===== config.mk =====
export PLATFORM = sky130hd
export DESIGN_NAME = uart_rx_ctrl_flat
export DESIGN_NICKNAME = d
export VERILOG_FILES = /design/src/rtl/uart_rx_ctrl_if.sv /design/src/rtl/uart_rx_ctrl.sv /design/src/flat_wrapper.sv
export SDC_FILE = /design/constraint.sdc
export NUM_CORES = 1
export LEC_CHECK = 0
export ABC_AREA = 0
export BUFFER_PORTS_ARGS = -buffer_cell sky130_fd_sc_hd__buf_2
export CAP_MARGIN = 10
export CORE_MARGIN = 5
export CORE_UTILIZATION = 42
export DETAILED_ROUTE_END_ITERATION = 6
export GPL_ROUTABILITY_DRIVEN = 0
export PLACE_DENSITY = 0.68
export SLEW_MARGIN = 20
export SYNTH_ARGS = -nofsm -noshare
export SYNTH_HDL_FRONTEND = slang
export SYNTH_SLANG_ARGS = --single-unit

===== constraint.sdc =====
create_clock -name Clock -period 2 [get_ports Clock]
set_input_delay 0.2 -clock Clock [delete_from_list [all_inputs] [get_ports Clock]]
set_output_delay 0.2 -clock Clock [all_outputs]
set_load 0.01 [all_outputs]

===== src/rtl/uart_rx_ctrl_if.sv =====
// Register-side bundle of the UART receiver: received word, status flags, read strobe.
interface uart_rx_ctrl_if #(
  parameter int DATA_BITS = 8
);
  logic [DATA_BITS-1:0] RxData;
  logic                 RxReady;
  logic                 RxFramingErr;
  logic                 RxParErr;
  logic                 RxOverrun;
  logic                 RxRead;

  modport master (
    output RxData,
    output RxReady,
    output RxFramingErr,
    output RxParErr,
    output RxOverrun,
    input  RxRead
  );

  modport slave (
    input  RxData,
    input  RxReady,
    input  RxFramingErr,
    input  RxParErr,
    input  RxOverrun,
    output RxRead
  );
endinterface


===== src/rtl/uart_rx_ctrl.sv =====
// Oversampling UART receive sequencer driving an external parity checker.
// Define RX_PARITY_EN to add the parity bit and the checker strobes.
module uart_rx_ctrl #(
  parameter int DATA_BITS  = 8,
  parameter int OVERSAMPLE = 16
) (
  input  logic Clock,
  input  logic Reset,
  input  logic BaudTick,
  input  logic RxD,
  input  logic RxParityErr,
  output logic RxDSync,
  output logic ParityRst,
  output logic Compute,
  output logic Check,
  uart_rx_ctrl_if.master rx
);

  localparam int CW = $clog2(OVERSAMPLE);
  localparam int BW = $clog2(DATA_BITS);
  localparam logic [CW-1:0] MID  = CW'(OVERSAMPLE/2 - 1);
  localparam logic [CW-1:0] LAST = CW'(OVERSAMPLE - 1);
  localparam logic [BW-1:0] BLAST = BW'(DATA_BITS - 1);

  typedef enum logic [2:0] {
    IDLE,
    START,
    DATA,
    PARITY,
    STOP
  } state_t;

`ifdef RX_PARITY_EN
  localparam state_t AFTER_DATA = PARITY;
`else
  localparam state_t AFTER_DATA = STOP;
`endif

  state_t               state;
  state_t               state_nx;
  logic                 rxd_meta;
  logic [CW-1:0]        tick_cnt;
  logic [BW-1:0]        bit_cnt;
  logic [DATA_BITS-1:0] shreg;
  logic                 sample;
  logic                 done;
  logic                 par_err;

  always_ff @(posedge Clock or posedge Reset) begin
    if (Reset) begin
      rxd_meta <= 1'b1;
      RxDSync  <= 1'b1;
    end else begin
      rxd_meta <= RxD;
      RxDSync  <= rxd_meta;
    end
  end

  // Counter restarts at the start-bit midpoint, so later bits are
  // sampled a full bit period on, landing again at mid-bit.
  always_comb begin
    sample = 1'b0;
    unique case (state)
      START:              sample = BaudTick && (tick_cnt == MID);
      DATA, PARITY, STOP: sample = BaudTick && (tick_cnt == LAST);
      default:            sample = 1'b0;
    endcase
  end

  always_comb begin
    state_nx = state;
    unique case (state)
      IDLE:    if (!RxDSync) state_nx = START;
      START:   if (sample) state_nx = RxDSync ? IDLE : DATA;
      DATA:    if (sample && (bit_cnt == BLAST)) state_nx = AFTER_DATA;
      PARITY:  if (sample) state_nx = STOP;
      STOP:    if (sample) state_nx = IDLE;
      default: state_nx = IDLE;
    endcase
  end

  always_ff @(posedge Clock or posedge Reset) begin
    if (Reset) begin
      state    <= IDLE;
      tick_cnt <= '0;
      bit_cnt  <= '0;
      shreg    <= '0;
    end else begin
      state <= state_nx;
      if (state_nx != state)
        tick_cnt <= '0;
      else if (BaudTick && (state != IDLE))
        tick_cnt <= sample ? '0 : tick_cnt + 1'b1;
      if (state != DATA)
        bit_cnt <= '0;
      else if (sample)
        bit_cnt <= bit_cnt + 1'b1;
      if ((state == DATA) && sample)
        shreg <= {RxDSync, shreg[DATA_BITS-1:1]};
    end
  end

  always_comb begin
    ParityRst = Reset;
    Compute   = 1'b0;
    Check     = 1'b0;
`ifdef RX_PARITY_EN
    if ((state == START) && sample && !RxDSync) ParityRst = 1'b1;
    if ((state == DATA) && sample)   Compute = 1'b1;
    if ((state == PARITY) && sample) Check   = 1'b1;
`endif
  end

`ifdef RX_PARITY_EN
  assign par_err = RxParityErr;
`else
  logic unused_parity_err;
  assign unused_parity_err = RxParityErr;
  assign par_err = 1'b0;
`endif

  assign done = (state == STOP) && sample;

  // Completion beats a same-cycle read: the new word stays pending.
  always_ff @(posedge Clock or posedge Reset) begin
    if (Reset) begin
      rx.RxData       <= '0;
      rx.RxReady      <= 1'b0;
      rx.RxFramingErr <= 1'b0;
      rx.RxParErr     <= 1'b0;
      rx.RxOverrun    <= 1'b0;
    end else if (done) begin
      rx.RxData       <= shreg;
      rx.RxReady      <= 1'b1;
      rx.RxFramingErr <= ~RxDSync;
      rx.RxParErr     <= par_err;
      rx.RxOverrun    <= (rx.RxReady | rx.RxOverrun) & ~rx.RxRead;
    end else if (rx.RxRead) begin
      rx.RxReady      <= 1'b0;
      rx.RxFramingErr <= 1'b0;
      rx.RxParErr     <= 1'b0;
      rx.RxOverrun    <= 1'b0;
    end
  end

endmodule


===== src/flat_wrapper.sv =====
// flat-port wrapper written by rule: the top's interface ports become plain ports
module uart_rx_ctrl_flat 
#(
  parameter int DATA_BITS  = 8,
  parameter int OVERSAMPLE = 16
)
  (Clock, Reset, BaudTick, RxD, RxParityErr, RxDSync, ParityRst, Compute, Check, rx_RxData, rx_RxReady, rx_RxFramingErr, rx_RxParErr, rx_RxOverrun, rx_RxRead);
  uart_rx_ctrl_if #(.DATA_BITS(DATA_BITS)) rx_i ();
  input  logic Clock;
  input  logic Reset;
  input  logic BaudTick;
  input  logic RxD;
  input  logic RxParityErr;
  output logic RxDSync;
  output logic ParityRst;
  output logic Compute;
  output logic Check;
  output wire logic [$bits(rx_i.RxData)-1:0] rx_RxData;
  output wire logic [$bits(rx_i.RxReady)-1:0] rx_RxReady;
  output wire logic [$bits(rx_i.RxFramingErr)-1:0] rx_RxFramingErr;
  output wire logic [$bits(rx_i.RxParErr)-1:0] rx_RxParErr;
  output wire logic [$bits(rx_i.RxOverrun)-1:0] rx_RxOverrun;
  input wire logic [$bits(rx_i.RxRead)-1:0] rx_RxRead;
  assign rx_RxData = rx_i.RxData;
  assign rx_RxReady = rx_i.RxReady;
  assign rx_RxFramingErr = rx_i.RxFramingErr;
  assign rx_RxParErr = rx_i.RxParErr;
  assign rx_RxOverrun = rx_i.RxOverrun;
  assign rx_i.RxRead = rx_RxRead;
  uart_rx_ctrl #(.DATA_BITS(DATA_BITS), .OVERSAMPLE(OVERSAMPLE)) u_core (.Clock(Clock), .Reset(Reset), .BaudTick(BaudTick), .RxD(RxD), .RxParityErr(RxParityErr), .RxDSync(RxDSync), .ParityRst(ParityRst), .Compute(Compute), .Check(Check), .rx(rx_i));
endmodule

==> results by group, run 1 <==
Hold path
  • Worst hold path type: input pin to flop
  • Worst Hold Depth: 2

CTS
  • Clock Sinks: 31
  • Clock Path Buffers: 2
  • CTS resizes: 0
  • H-tree depth: 2
  • CTS buffer count: 5
  • Post-CTS Setup Inserts: 0
  • Root buf cell: clkbuf_4
  • CTS clock-pin slew for the worst setup and hold paths: 90 ps
  • Clk_lat worst skew: 330 ps
  • Hold_buf cts: 2
  • CTS tree: yes

GRT
  • GR Util met1: 14.0%
  • First-pass GRT wire length: 4350 µm
  • GRT met2 Usage: 22.4%
  • Tot GR Track Use: 13.1%
  • Layer with the highest usage: met2
  • Overflow after GRT: 0
  • Vias in the first global route: 996
  • Met3 Usage GRT: 3.33%
  • Initial antenna violation count: 0
  • Pin count of the biggest net entering global routing: 32

Power and ir drop
  • Internal power: 928 µW
  • VDD IR max: 446 µV
  • Leak: 0.797 nW
  • Clock network power share: 25.1%
  • Switch share: 30.5%
  • Combinational power share: 17.9%
  • Switching power: 406 µW
  • Flop pwr share: 57.0%
  • Cell Pwr Density: 849 mW/mm²

Critical path
  • Setup crit end: u_core.shreg[6]
  • Worst setup path start: u_core.tick_cnt[0]
  • RR Startpoint: u_core.tick_cnt[0]
  • Reg2Reg Depth: 4
  • Critical Path AT: 1960 ps
  • Startpoint Class: flop
  • R2R setup slack: 240 ps
  • Kind of critical path: flop to flop
  • CP Max Fanout: 8
  • Crit. End Element: flop
  • Worst R2R End: u_core.shreg[6]
  • Data required, critical path: 2210 ps

Synthesis
  • Post-synth EDFFs: 0
  • Yosys reg bits: 31
  • Yosys warning count: 0
  • Ys flop type: dfrtp_1
  • Sequential share of the synthesized area: 55.5%
  • Synthesized instance count: 113
  • Avg Inst Size Synth: 12.4 µm²
  • Synthesized area: 0.00140 mm²
  • Netlist cell types: 37
  • Ys async rst share: 100%

Timing
  • Final hold vios: 0
  • Max-slew violations: 0
  • Final min period: 1760 ps
  • Clock Skews: 10.7 ps
  • FMAX: 569 MHz
  • Fin Setup TNS: 0 ps
  • RSZ-0062 raised after global routing: false
  • Final setup viols: 0
  • WHS: 45.6 ps
  • Final Cycle Share: 87.9%

Finish
  • Most frequent cells in the layout: dfrtp_1, buf_2, mux2_2
  • Final #Nets: 145
  • Ratio of cells with drive above 1 in the final layout: 27.7%
  • Commonest non-fill, non-tap cell in the layout: dfrtp_1
  • Final Instance Area: 0.00157 mm²
  • Final non-filler cell total: 183
  • ANT cells: 0
  • Area growth, synth to finish: 12.1%
  • Layout Utilization: 47.8%

Detailed routing
  • Number of vias per cell: 5.10
  • Final wirelength: 2540 µm
  • First-iteration detailed-routing DRC count: 23
  • DRT Pass-1 Iters: 4
  • Routed via count: 934
  • Drc violations: 0
  • Antenna Nets Post-Route: 0
  • WL/cell: 13.9 µm

Place
  • Placed Area: 0.00150 mm²
  • Placed Instances: 173
  • DP Wirelength: 1810 µm
  • Port buffer count: 17

Status
  • Status: finished clean

Floorplan
  • Die Height: 67.8 µm
  • Die Wd: 67.8 µm
  • Ports: 22
  • Row cnt: 21
  • Die area: 0.00459 mm²
  • Starting Density: 42.7%
  • Core ar.: 0.00328 mm²

Run
  • Max_cap viols: 0
## sequential cells by signal, indices dropped and copies added (netlist names)
name	flops
u_core.shreg	8
u_core.rx.RxData	8
u_core.rx.RxFramingErr	1
u_core.bit_cnt	3
u_core.rx.RxReady	1
u_core.rxd_meta	1
u_core.RxDSync	1
u_core.state	3
u_core.rx.RxOverrun	1
u_core.tick_cnt	4
## power by group through the flow
stage	Clock (mW)	Combinational, mW	Sequential [mW]
2_1_floorplan	0	0.254	0.727
3_3_place_gp	0	0.219	0.759
6_report	0.335	0.239	0.760
5_1_grt	0.373	0.277	0.768
4_1_cts	0.350	0.239	0.757
3_5_place_dp	0	0.234	0.769
## logic make-up after synthesis
kind of cell | after synthesis | share of synthesized area (%)
adder cells (fa/ha/maj) | 3 | 2.68
other | 1 | 0.268
multiplexers | 19 | 15.0
AND/OR/NAND/NOR | 30 | 12.0
flip-flops | 31 | 55.5
AO/OA/AOI/OAI | 14 | 6.52
XOR/XNOR | 3 | 1.88
buffers and inverters | 12 | 6.16
## worst min path at each step
stage | startpoint | to | slack [ps]
finish | rx_RxRead | u_core.rx.RxOverrun | 50
global route | rx_RxRead | u_core.rx.RxOverrun | 40
CTS | rx_RxRead | u_core.rx.RxOverrun | 30
detailed placement | RxD | u_core.rxd_meta | 310
global placement | Reset | u_core.rx.RxOverrun | 300
floorplan | RxD | u_core.rxd_meta | 200
## metrics by stage
| stage | worst slack [ps] | power, mW |
|---|---|---|
| final | 242 | 1.33 |
| after CTS | 266 | 1.35 |
| after global placement | 345 | 0.979 |
| after global routing | 178 | 1.42 |
| after detailed placement | 294 | 1.00 |
| after floorplan | 375 | 0.982 |
## cell usage after synthesis, drive strengths merged (2+ instances only)
| master | number | share of area (%) |
|---|---|---|
| nand2 | 6 | 1.6 |
| xnor2 | 2 | 1.3 |
| buf | 8 | 5.1 |
| dfstp | 2 | 3.7 |
| nand3 | 2 | 0.71 |
| inv | 4 | 1.1 |
| nor2 | 8 | 2.3 |
| o21ai | 4 | 1.4 |
| or3 | 2 | 0.89 |
| mux2 | 16 | 13 |
| ha | 3 | 2.7 |
| dfrtp | 29 | 52 |
| a21oi | 4 | 1.7 |
| nand3b | 2 | 1.1 |
| mux2i | 3 | 2.1 |
## per-layer routing
metal	wire length, µm	share of wire, %
met1	1010	40
met2	1370	54
met3	113	4.5
met4	48	1.9
met5	0	0
## final cells by class
class	instances	area, µm²
Clock buffer	8	48.8
Fill cell	304	1710
Inverter	4	15.0
Multi-Input combinational cell	72	544
Sequential cell	31	778
Tap cell	46	57.6
Timing Repair Buffer	22	128
## critical path, stage by stage, from the launching register on
cell	delay, ps
dfrtp_1	400
ha_1	210
nand4_1	220
nor2_2	410
mux2_2	390
No activity file was read; power rests on OpenSTA's default activity.
==> inputs of run 2 (changes only) <==
--- a/config.mk
+++ b/config.mk
@@ -9,10 +9,11 @@
 export BUFFER_PORTS_ARGS = -buffer_cell sky130_fd_sc_hd__buf_2
 export CAP_MARGIN = 10
 export CORE_MARGIN = 5
-export CORE_UTILIZATION = 42
+export CORE_UTILIZATION = 50
 export DETAILED_ROUTE_END_ITERATION = 6
 export GPL_ROUTABILITY_DRIVEN = 0
-export PLACE_DENSITY = 0.68
+export GPL_TIMING_DRIVEN = 0
+export PLACE_DENSITY = 0.78
 export SLEW_MARGIN = 20
 export SYNTH_ARGS = -nofsm -noshare
 export SYNTH_HDL_FRONTEND = slang
==> run 2 against run 1 <==
Net effect: register-to-register slack barely moved; combinational power increased by 32%; critical endpoint is now u_core.rx.RxData[2]; worst hold slack gained 120 ps; die area is 14% lower; sequential power shrank 4.3%; clock power up 50%; largest power group unchanged; sequential share of layout area is 2.3 points lower; routed wire length shrank 5.2%; flip-flop and latch count is the same.
==> results by group, run 2 (synthesis results as in run 1) <==
Status
  • Status: finished clean

Critical path
  • Critical Path AT: 1960 ps (about the same)
  • Kind of critical path: flop to flop
  • Crit. End Element: flop
  • Data required, critical path: 2220 ps (about the same)
  • CP Max Fanout: 10 (+2)
  • Startpoint Class: flop

Floorplan
  • Die area: 0.00396 mm² (-14%)
  • Die Height: 62.9 µm (-7.1%)
  • Ports: 22 (unchanged)
  • Die Wd: 62.9 µm (-7.1%)
  • Core ar.: 0.00271 mm² (-17%)
  • Row cnt: 19 (-9.5%)
  • Starting Density: 51.7% (+9.0 points)

CTS
  • CTS buffer count: 5 (unchanged)
  • Post-CTS Setup Inserts: 0 (unchanged)
  • CTS clock-pin slew for the worst setup and hold paths: 100 ps (about the same)
  • Clk_lat worst skew: 330 ps (about the same)
  • Root buf cell: clkbuf_4
  • Clock Sinks: 31 (unchanged)
  • H-tree depth: 2 (unchanged)
  • CTS tree: yes
  • CTS resizes: 0 (unchanged)
  • Clock Path Buffers: 2 (unchanged)

Detailed routing
  • Antenna Nets Post-Route: 0 (unchanged)
  • DRT Pass-1 Iters: 4 (unchanged)
  • Drc violations: 0 (unchanged)
  • Number of vias per cell: 5.38 (+5.4%)
  • Routed via count: 936 (+0.21%)
  • Final wirelength: 2410 µm (-5.2%)
  • First-iteration detailed-routing DRC count: 16 (-30%)
  • WL/cell: 13.8 µm (-0.26%)

Timing
  • Final setup viols: 0 (unchanged)
  • Final hold vios: 0 (unchanged)
  • Max-slew violations: 0 (unchanged)
  • RSZ-0062 raised after global routing: false
  • Fin Setup TNS: 0 ps (unchanged)
  • Worst-Margin Slew: 617 ps
  • Final min period: 1740 ps (-14.4 ps)
  • Worst setup margin: 256 ps (+14.4 ps)
  • FMAX: 573 MHz (+0.83%)
  • Clock Skews: 12.6 ps (+1.92 ps)
  • Final Cycle Share: 87.2% (-0.72 points)
  • Worst rel slew slack: 58.8%

Finish
  • Largest registers: u_core.rx.RxData: 8 flops, u_core.shreg: 8 flops, u_core.tick_cnt: 4 flops
  • Ratio of cells with drive above 1 in the final layout: 32.9% (+5.1 points)
  • Final #Nets: 151 (+4.1%)
  • Commonest non-fill, non-tap cell in the layout: dfrtp_1
  • Most frequent cells in the layout: dfrtp_1, buf_2, mux2_2
  • Area growth, synth to finish: 17.7%
  • ANT cells: 0 (unchanged)

GRT
  • Initial antenna violation count: 0 (unchanged)
  • Overflow after GRT: 0 (unchanged)
  • First-pass GRT wire length: 4240 µm (-2.4%)
  • Pin count of the biggest net entering global routing: 32 (unchanged)
  • Tot GR Track Use: 13.7% (+0.58 points)
  • Vias in the first global route: 952 (-4.4%)

Power and ir drop
  • Flop pwr share: 47.1% (-9.9 points)
  • Switch share: 27.3% (-3.2 points)
  • Leak: 0.851 nW (+6.8%)
  • Combinational power share: 20.4% (+2.5 points)
  • VDD IR max: 980 µV (+120%)
  • Cell Pwr Density: 937 mW/mm² (+10%)
  • Switching power: 422 µW (+3.8%)
  • Total power: 1.54 mW (+16%)
  • Clock network power share: 32.5% (+7.4 points)
  • Internal power: 1.12 mW (+21%)

Place
  • Worst slack at placement: 279 ps (-15.5 ps)
  • Port buffer count: 17 (unchanged)
  • DP Wirelength: 1650 µm (-8.7%)

Hold path
  • Worst hold path type: input pin to flop

Run
  • Max_cap viols: 0 (unchanged)
run 2: per-layer routing:
metal	GRT usage, %	up-vias	share of wire (%)	wire length [µm]
li1	-	446	-	-
met1	15.2	459	42	1000
met2	22.9	27	51	1230
met3	5.58	4	5.9	142
met4	5.57	0	1.2	29
met5	0	-	0	0
run 2: repair_timing:
action                                  in CTS  in global routing
endpoints found under the setup margin       0                  0
hold buffers                                 1                  2
endpoints found under the hold margin        1                 26
run 2: final cells by class:
type,count,area [µm²]
Fill cell,231,1060
Sequential cell,31,778
Multi-Input combinational cell,72,544
Timing Repair Buffer,20,115
Buffer,8,71.3
Clock buffer,6,51.3
Tap cell,31,38.8
Clock inverter,2,35.0
Inverter,4,15.0
run 2: worst paths after layout:
kind	startpoint	end	slack, ps	depth (start not counted)
worst max-delay path	u_core.state[1]	u_core.rx.RxData[2]	260	5
worst min-delay path	BaudTick	u_core.tick_cnt[1]	170	3
worst max register to register	u_core.state[1]	u_core.rx.RxData[2]	260	5
worst min register to register	u_core.rxd_meta	u_core.RxDSync	360	0
max in group asynchronous	Reset	u_core.shreg[6]	1080	3
min in group asynchronous	Reset	u_core.shreg[7]	520	3
run 2: stage by stage:
step,hold WS (ps),util [%],std cells,area (µm²)
after CTS,6.44,60.1,172,1630
after detailed placement,310,56.6,163,1530
final,168,60.8,174,1650
after floorplan,204,-,115,1410
after global placement,306,56.6,163,1530
after global routing,162,60.8,174,1650
run 2: power groups by stage:
stage | clock (mW) | combinational (mW) | sequential [mW]
global route | 0.563 | 0.355 | 0.734
CTS | 0.512 | 0.311 | 0.726
global placement | 0 | 0.291 | 0.734
finish | 0.502 | 0.315 | 0.727
floorplan | 0 | 0.254 | 0.727
detailed placement | 0 | 0.307 | 0.738
run 2: critical path: stages, from the launching register on:
cell and delay [ps]:
dfrtp_1 400, buf_6 140, or3b_1 390, nor2_1 140, buf_4 210, mux2_1 350
==> inputs of run 3 (changes only) <==
--- a/config.mk
+++ b/config.mk
@@ -9,7 +9,7 @@
 export BUFFER_PORTS_ARGS = -buffer_cell sky130_fd_sc_hd__buf_2
 export CAP_MARGIN = 10
 export CORE_MARGIN = 5
-export CORE_UTILIZATION = 50
+export CORE_UTILIZATION = 55
 export DETAILED_ROUTE_END_ITERATION = 6
 export GPL_ROUTABILITY_DRIVEN = 0
 export GPL_TIMING_DRIVEN = 0
==> run 3 against run 2 <==
Net effect: routed wire length increased by 6.3%; register-to-register slack got worse by 30 ps; fmax down 1.6%; clock-buffer cell count up 2; core utilization is 5.2 points higher; clock power shrank 19%; via count decreased by 0.21%; critical path depth stayed put; worst hold slack lost 130 ps; clock skew fell by 5.3 ps; design area shrank 1.7%; critical path type unchanged; largest cell class unchanged; largest power group unchanged.
==> results by group, run 3 (synthesis results as in run 1) <==
Timing
  • Fin Setup TNS: 0 ps (unchanged)
  • Final hold vios: 0 (unchanged)
  • Final Cycle Share: 88.6% (+1.4 points)
  • RSZ-0062 raised after global routing: false
  • Clock Skews: 7.30 ps (-5.28 ps)
  • Worst-Margin Slew: 617 ps (+0.492 ps)
  • Final setup viols: 0 (unchanged)
  • Final min period: 1770 ps (+28.2 ps)
  • Worst rel slew slack: 58.8% (about the same)
  • FMAX: 564 MHz (-1.6%)
  • Max-slew violations: 0 (unchanged)

Floorplan
  • Die Wd: 60.5 µm (-3.9%)
  • Die Height: 60.5 µm (-3.9%)
  • Core ar.: 0.00245 mm² (-9.4%)
  • Starting Density: 57.1% (+5.4 points)
  • Ports: 22 (unchanged)
  • Die area: 0.00366 mm² (-7.7%)
  • Row cnt: 18 (-1)

Detailed routing
  • DRT Pass-1 Iters: 4 (unchanged)
  • Drc violations: 0 (unchanged)
  • Antenna Nets Post-Route: 0 (unchanged)
  • Routed via count: 934 (-0.21%)
  • First-iteration detailed-routing DRC count: 23 (+7)
  • Number of vias per cell: 5.43 (+0.95%)
  • WL/cell: 14.9 µm (+7.6%)
  • Final wirelength: 2560 µm (+6.3%)

Finish
  • Filler Cell Count: 181 (-22%)
  • Most frequent cells in the layout: dfrtp_1, buf_2, mux2_2
  • Final non-filler cell total: 172 (-1.1%)
  • Largest registers: u_core.rx.RxData: 8 flops, u_core.shreg: 8 flops, u_core.tick_cnt: 4 flops
  • Final Instance Area: 0.00162 mm² (-1.7%)
  • Layout Utilization: 66.0% (+5.2 points)
  • Area of the multi-input gates: 544 µm² (unchanged)
  • Area growth, synth to finish: 15.6%
  • Ratio of cells with drive above 1 in the final layout: 32.4% (-0.47 points)
  • FF/Latch Area: 778 µm² (unchanged)
  • Commonest non-fill, non-tap cell in the layout: dfrtp_1
  • Final #Nets: 150 (-0.66%)
  • ANT cells: 0 (unchanged)

Hold path
  • Worst hold path type: input pin to flop
  • Hold Startpoint: rx_RxRead

CTS
  • Clk_lat worst skew: 320 ps (about the same)
  • H-tree depth: 2 (unchanged)
  • CTS clock-pin slew for the worst setup and hold paths: 100 ps (about the same)
  • Post-CTS Setup Inserts: 0 (unchanged)
  • Clock Path Buffers: 2 (unchanged)
  • Clock Sinks: 31 (unchanged)
  • CTS buffer count: 5 (unchanged)
  • Root buf cell: clkbuf_4
  • CTS tree: yes

Power and ir drop
  • Combinational power share: 22.0% (+1.6 points)
  • Clock network power share: 28.1% (-4.4 points)
  • Internal power: 1.03 mW (-7.9%)
  • Leak: 0.837 nW (-1.6%)
  • Switch share: 29.1% (+1.8 points)
  • VDD IR max: 799 µV (-18%)
  • Switching power: 424 µW (+0.48%)
  • Cell Pwr Density: 900 mW/mm² (-3.9%)
  • Flop pwr share: 49.9% (+2.8 points)

GRT
  • First-pass GRT wire length: 4570 µm (+7.6%)
  • Initial antenna violation count: 0 (unchanged)
  • Vias in the first global route: 1039 (+9.1%)
  • Tot GR Track Use: 17.5% (+3.9 points)
  • Pin count of the biggest net entering global routing: 32 (unchanged)
  • Overflow after GRT: 0 (unchanged)

Critical path
  • CP Max Fanout: 10 (unchanged)
  • Startpoint Class: flop
  • Crit. End Element: flop
  • RR Startpoint: u_core.state[1]
  • Worst setup path start: u_core.state[1]
  • Data required, critical path: 2210 ps (about the same)
  • Critical Path AT: 1980 ps (+20 ps)
  • Kind of critical path: flop to flop

Place
  • Port buffer count: 17 (unchanged)
  • DP Wirelength: 1760 µm (+6.8%)
  • Placed Area: 0.00153 mm² (about the same)
  • Placed Instances: 162 (-0.61%)

Run
  • Max_cap viols: 0 (unchanged)

Status
  • Status: finished clean
[run 3: final timing paths]
check / to / slack (ps) / cells past startpoint
setup / recovery: u_core.rx.RxData[2] / 230 / 5
hold / removal: u_core.rx.RxOverrun / 40 / 2
setup reg to reg: u_core.rx.RxData[2] / 230 / 5
hold reg to reg: u_core.RxDSync / 370 / 0
max in group asynchronous: u_core.bit_cnt[2] / 1080 / 3
min in group asynchronous: u_core.tick_cnt[1] / 520 / 3
[run 3: repair_timing]
| item | 4_1_cts | 5_1_grt |
|---|---|---|
| hold buffers | 1 | 1 |
| resized for setup | 0 | 0 |
| hold endpoints to repair | 1 | 29 |
[run 3: cell type report]
cell class	count	share of cell area, %
Inverter	4	0.927
Multi-Input combinational cell	72	33.6
Timing Repair Buffer	19	6.49
Clock buffer	8	4.25
Sequential cell	31	48.0
Buffer	8	4.40
Tap cell	30	2.32
[run 3: metal layers]
metal  vias up  global-route usage [%]  routed length [µm]
li1        450                       -                   -
met1       463                    19.7                1050
met2        17                    29.6                1380
met3         4                    7.23                 100
met4         0                    7.12                  31
met5         -                       0                   0
[run 3: power by group through the flow]
stage,clock network (mW),logic [mW],registers [mW]
after floorplan,0,0.254,0.727
after global placement,0,0.292,0.734
after detailed placement,0,0.312,0.740
after CTS,0.421,0.318,0.728
after global routing,0.453,0.359,0.738
final,0.409,0.320,0.728
[run 3: stage by stage]
stage | hold WS [ps] | total power [mW] | worst slack, ps
detailed placement | 308 | 1.05 | 250
global route | 31.5 | 1.55 | 142
CTS | 25.5 | 1.47 | 220
finish | 39.6 | 1.46 | 228
global placement | 304 | 1.03 | 276
floorplan | 204 | 0.982 | 375
[run 3: worst max-delay path, cell delays in order, from the launching register on]
cell,delay [ps]
dfrtp_1,410
buf_6,140
or3b_1,390
nor2_1,150
buf_4,220
mux2_1,340
